==> config.mk <==
export PLATFORM = sky130hd
export DESIGN_NAME = dec_count_arb
export DESIGN_NICKNAME = d
export VERILOG_FILES = /design/src/rtl/dec_count_arb.sv
export SDC_FILE = /design/constraint.sdc
export NUM_CORES = 1
export LEC_CHECK = 0
export ABC_CLOCK_PERIOD_IN_PS = 1950
export BUFFER_PORTS_ARGS = -buffer_cell sky130_fd_sc_hd__buf_2
export CAP_MARGIN = 10
export CORE_MARGIN = 8
export CORE_UTILIZATION = 25
export DETAILED_ROUTE_END_ITERATION = 12
export GPL_TIMING_DRIVEN = 0
export REMOVE_ABC_BUFFERS = 1
export SLEW_MARGIN = 20
export SYNTH_ARGS = -nofsm -noshare
export SYNTH_HDL_FRONTEND = slang
export SYNTH_SLANG_ARGS = --single-unit
==> constraint.sdc <==
create_clock -name clk -period 1.95 [get_ports clk]
set_input_delay 0.195 -clock clk [delete_from_list [all_inputs] [get_ports clk]]
set_output_delay 0.195 -clock clk [all_outputs]
set_load 0.02 [all_outputs]
==> src/rtl/dec_count_arb.sv <==
// Round-robin arbiter sharing one mod-(MAXV+1) counter between two requesters.
// Ports: clk, reset (async active-low), req[1:0], tgt0/tgt1, count_in
//        -> cnt_clr, cnt_en, gnt[1:0], done[1:0], busy, err.
// Optional run timeout: define DEC_COUNT_ARB_TIMEOUT_EN.
module dec_count_arb #(
  parameter int WIDTH = 4,
  parameter int MAXV  = 10
) (
  input  logic             clk,
  input  logic             reset,
  input  logic [1:0]       req,
  input  logic [WIDTH-1:0] tgt0,
  input  logic [WIDTH-1:0] tgt1,
  input  logic [WIDTH-1:0] count_in,
  output logic             cnt_clr,
  output logic             cnt_en,
  output logic [1:0]       gnt,
  output logic [1:0]       done,
  output logic             busy,
  output logic             err
);

  typedef enum logic [1:0] {
    IDLE,
    CLEAR,
    RUN,
    DONE
  } state_t;

  state_t           state_q, state_d;
  logic [1:0]       gnt_q, gnt_d;
  logic [WIDTH-1:0] tgt_q, tgt_d;
  logic             rr_q, rr_d;

  logic             own_req;
  logic             hit;
  logic             win;
  logic [WIDTH-1:0] tsel;
  logic             tmo;

  assign own_req = |(req & gnt_q);
  assign hit     = (count_in == tgt_q);
  // pointer's requester first, else the other one
  assign win     = req[rr_q] ? rr_q : ~rr_q;
  assign tsel    = win ? tgt1 : tgt0;

`ifdef DEC_COUNT_ARB_TIMEOUT_EN
  localparam int TW = $clog2(MAXV + 3);

  logic [TW-1:0] run_q, run_d;

  // run_q holds the number of RUN cycles already spent
  assign run_d = (state_q == RUN) ? run_q + 1'b1 : '0;
  assign tmo   = (run_q == TW'(MAXV + 1));

  always_ff @(posedge clk or negedge reset) begin
    if (!reset) begin
      run_q <= '0;
    end else begin
      run_q <= run_d;
    end
  end
`else
  assign tmo = 1'b0;
`endif

  always_comb begin
    state_d = state_q;
    gnt_d   = gnt_q;
    tgt_d   = tgt_q;
    rr_d    = rr_q;
    cnt_clr = 1'b0;
    cnt_en  = 1'b0;
    done    = 2'b00;
    err     = 1'b0;
    unique case (state_q)
      IDLE: begin
        if (|req) begin
          gnt_d   = win ? 2'b10 : 2'b01;
          rr_d    = ~win;
          tgt_d   = (tsel > WIDTH'(MAXV)) ? WIDTH'(MAXV) : tsel;
          state_d = CLEAR;
        end
      end
      CLEAR: begin
        cnt_clr = 1'b1;
        if (!own_req) begin
          state_d = IDLE;
          gnt_d   = 2'b00;
        end else begin
          state_d = RUN;
        end
      end
      RUN: begin
        if (!own_req) begin
          state_d = IDLE;
          gnt_d   = 2'b00;
        end else if (hit) begin
          state_d = DONE;
        end else if (tmo) begin
          err     = 1'b1;
          state_d = IDLE;
          gnt_d   = 2'b00;
        end else begin
          cnt_en = 1'b1;
        end
      end
      DONE: begin
        done    = gnt_q;
        state_d = IDLE;
        gnt_d   = 2'b00;
      end
    endcase
  end

  always_ff @(posedge clk or negedge reset) begin
    if (!reset) begin
      state_q <= IDLE;
      gnt_q   <= 2'b00;
      tgt_q   <= '0;
      rr_q    <= 1'b0;
    end else begin
      state_q <= state_d;
      gnt_q   <= gnt_d;
      tgt_q   <= tgt_d;
      rr_q    <= rr_d;
    end
  end

  assign gnt  = gnt_q;
  assign busy = (state_q != IDLE);

endmodule
=== Word level (Yosys, flattened, before mapping) ===
Cells that the tools add are included.

* Bits in registers: 9
* Input bits: 16
* Output and inout bits: 8
* Word-level logic and storage cells: 43

* $lt $le $gt $ge: 2
* Eq/ne operators: 7
* Muxes and demuxes: 19
* Bitwise gates (word level): 3
* Reduce and logical (&&, ||, !) cells: 8

{| class="wikitable"
|+ Operators by type and width
! cell !! count
|-
| $mux W2 || 8
|-
| $mux W4 || 2
|-
| $pmux W2 S4 || 1
|-
| $mux W1 || 7
|-
| $pmux W2 S3 || 1
|-
| $reduce_and A2 Y1 || 3
|-
| $reduce_or A2 Y1 || 3
|-
| $eq A2 B2 Y1 const B || 2
|-
| $eq A4 B4 Y1 || 1
|-
| $gt A4 B4 Y1 const B || 1
|-
| $ne A2 B2 Y1 const B || 2
|-
| $ne A3 B3 Y1 const B || 1
|-
| $and A2 B2 Y2 || 1
|-
| $eq A2 B1 Y1 const B || 1
|-
| $logic_not A2 Y1 || 1
|-
| $lt A1 B2 Y1 const B || 1
|-
| $not A1 Y1 || 2
|-
| $reduce_bool A2 Y1 || 1
|}

=== Longest topological paths before layout ===
* Depth after elaboration: 6
* Mapped depth: 5
* Depth with buffers taken out: 5

=== Worst setup path after synthesis ===
Ideal clock, no wire load.

* Path type: reg-to-reg
* From: register gnt_q[0] (netlist: gnt[0])
* To: register state_q[1]
* Setup time: 135 ps
* Arrival time: 1194 ps
* Data required time: 1815 ps
* Slack: 621 ps
* Cell stages (with the launch flop): 5
* Path buffers: 0
* Clock period less this slack: 1329 ps
* Cells stage by stage: dfrtp_1 a22o_2 nand2_1 nor2_1 o2bb2ai_1

* Longest elaborated chain between the ends: 4
* Elaborated cells on any way between the ends: 7
* Those cells by class: eq/ne: 1; mux: 3; bitwise: 1; reduce/logical: 2

{| class="wikitable"
|+ RTL lines
! what !! RTL line !! source
|-
| start, declared || 31 || <nowiki>logic [1:0] gnt_q, gnt_d;</nowiki>
|-
| start signal, assigned || 124 || <nowiki>gnt_q <= gnt_d;</nowiki>
|-
| $and A2 B2 Y2 * || 41 || <nowiki>assign own_req = |(req & gnt_q);</nowiki>
|-
| $reduce_or A2 Y1 * || 41 ||
|-
| $mux W2, or another cell as far along || 95 || <nowiki>if (!own_req) begin</nowiki>
|-
| $pmux W2 S4 / $reduce_and A2 Y1 (equally long branches) || -- ||
|-
| end signal, assigned || 123 || <nowiki>state_q <= state_d;</nowiki>
|-
| end, declared || 30 || <nowiki>state_t state_q, state_d;</nowiki>
|}

Mark *: on every way between the ends. The rest lies on a longest branch, timed or not.
A chain may end at the register's enable or synchronous reset.

=== Worst setup path in the final report ===
* From: register state_q[0]
* To: output cnt_en

* Longest elaborated chain between the ends: 2

{| class="wikitable"
|+ RTL lines
! what !! RTL line !! source
|-
| $eq A2 B2 Y1 || 76 || <nowiki>unique case (state_q)</nowiki>
|-
| $mux W1 || 76 ||
|-
| end, declared || 16 || <nowiki>output logic cnt_en,</nowiki>
|}

No other way between the ends.

==> results.json <==
{
  "status": "complete, no violations",
  "synth.mux.area_fraction_pct": 5.00,
  "p_leak_nw": 0.406,
  "antenna_found_initial": 0,
  "max_freq_mhz": 607,
  "synth_xor_area_share_pct": 5.60,
  "initial_core_util_pct": 25.7,
  "post_cts_resize_count": 0,
  "multi_input_area_um2": 374,
  "root_buffer": "clkbuf_4",
  "holdCritPathClass": "input pin to flip-flop",
  "peakVddDrop_v": 0.000501,
  "hold_viol": 0,
  "numPortBuffers": 22,
  "clkTransAtPathRegs_ns": 0.07,
  "ys_types": 26,
  "synth-edff-count": 0,
  "cts_tree": "built",
  "ctsHtreeMaxLevel": 1,
  "seq_area_frac_synth_pct": 36.0,
  "critPathLaunchType": "flip-flop",
  "setup-tns-final_ns": 0,
  "synth_ff_type": "dfrtp_1",
  "ant_nets": 0,
  "core-area_um2": 2430,
  "avgRoutedWirePerCell_um": 12.3,
  "cp_max_fo": 4,
  "instances_no_fill": 122,
  "rsz0062_at_grt": "false",
  "synth.largest_area_cell": "dfrtp_1",
  "grt_start_max_net_pins": 11,
  "n_fill_cell": 267,
  "critPathKind": "flip-flop to output pin",
  "synth_top_area_share_pct": 36.0,
  "min_period_over_period_pct": 84.5,
  "gp_congestion": 0.693,
  "finalClockSkew_ns": 0.00437,
  "async_reset_ff_share_pct": 100,
  "overflow": 0,
  "die-area_um2": 4360,
  "hold_slack_ns": 0.236,
  "yosys.area_share.simple_pct": 14.0,
  "ioPinCount": 24,
  "syn_to_final_growth_pct": 28.2,
  "cts_buffers": 3,
  "remaining_drc_errors": 0,
  "postCtsSetupBuffers": 0,
  "synth_compound_area_share_pct": 24.6,
  "worstPathArrival_ns": 1.45,
  "clockBufferDepth": 2,
  "synthTopCellsByArea": "dfrtp_1 (36%), ha_1 (10%), o21ai_0 (6.4%)",
  "die_x_um": 66.0,
  "ys_ff_latch": 9,
  "cap_viol_max_count": 0,
  "required_ns": 1.75,
  "grt_pass1_vias": 593,
  "drive_above_1_share_pct": 34.8,
  "syn_inst": 66,
  "hold_buffers": 1,
  "rows": 18,
  "vias_per_cell": 4.60,
  "avgSynthCellArea_um2": 9.48,
  "die_h_um": 66.0,
  "firstDrtPassIters": 4,
  "setup_violations": 0,
  "yosysWarnings": 0,
  "hpwlAfterDp_um": 1280,
  "synth_top_family_by_area": "compound AO/OA/AOI/OAI gates",
  "synthAdderAreaFrac_pct": 10.0,
  "fin_util_pct": 33.0,
  "register_area_um2": 225,
  "drt_iter0_markers": 11,
  "num_vias": 561,
  "grt_usage_pct": 7.17,
  "finalMaxSlewViolations": 0,
  "yosys-top-cells-count": "dfrtp_1 (9), nand2_1 (8), o21ai_0 (8)",
  "dp_cells": 117,
  "clkLatencyLatePin_ns": 0.26,
  "finalNetCount": 114,
  "grt_pass1_wl_um": 2530,
  "synthesis.area_um2": 626,
  "totalWireLength_um": 1500,
  "clock-sinks": 9,
  "layout_min_cycle_time_ns": 1.65,
  "yosysMostFrequentCell": "dfrtp_1",
  "total_power_mw": 1.01,
  "p_per_area_nw_per_um2": 1260,
  "crit_path_end_kind": "output pin",
  "antennaDiodeCount": 0
}
placed cells by master (no fill, tap or decap), types with 2 or more instances in the layout:
cell type	count
clkbuf_4	3
buf_2	22
dfrtp_1	9
nand2_1	8
o21ai_0	8
nor2b_1	2
nor2_1	2
and2_1	2
o21ai_2	3
ha_1	5
xor2_1	4
a21oi_1	2
mux2i_1	2
inv_1	5
worst paths after layout:
path / start / end / slack [ns] / depth (start not counted)
setup / recovery: state_q[0] / cnt_en / 0.30 / 5
hold / removal: tgt1[0] / tgt_q[0] / 0.24 / 3
setup reg to reg: state_q[0] / tgt_q[3] / 0.64 / 5
hold reg to reg: tgt_q[1] / tgt_q[1] / 0.51 / 2
max in group asynchronous: reset / gnt[0] / 1.44 / 2
min in group asynchronous: reset / state_q[1] / 0.32 / 2
final cells by class:
class | count | area share (%)
Sequential cell | 9 | 28.1
Clock buffer | 4 | 3.28
Inverter | 5 | 2.34
Multi-Input combinational cell | 51 | 46.6
Tap cell | 30 | 4.68
Timing Repair Buffer | 23 | 15.0
sequential cells by signal, indices dropped and copies added (netlist names):
register	flops
state_q	2
tgt_q	4
rr_q	1
gnt	2
critical path, cell delays in order, from the launching register on:
cell     delay [ns]
dfrtp_1        0.40
inv_1          0.14
ha_1           0.20
nand2_1        0.10
nor2_1         0.16
buf_2          0.19
layer usage:
layer | GRT usage (%) | part of all wire, %
met2 | 11.9 | 47
met4 | 1.60 | 0
met3 | 3.05 | 8.0
met1 | 8.31 | 45
met5 | 0 | 0
power by group:
group          total (mW)  internal [mW]  switching (mW)
clock network       0.146         0.0788          0.0667
registers           0.334          0.268          0.0653
logic               0.528          0.212           0.316
metrics by stage:
step / worst slack [ns] / instance area [um2]
after floorplan: 0.621 / 618
after detailed placement: 0.593 / 766
after global routing: 0.153 / 802
after global placement: 0.633 / 766
final: 0.301 / 802
after CTS: 0.303 / 802
logic make-up (layout without fill, tap and decap cells):
family,Yosys count,in the layout
mux,3,3
compound gates,21,21
xor+xnor,4,4
flops,9,9
other cells,1,1
simple gates,17,17
fa+ha+maj,5,5
buf+inv,6,32
No activity file was read; power rests on OpenSTA's default activity.
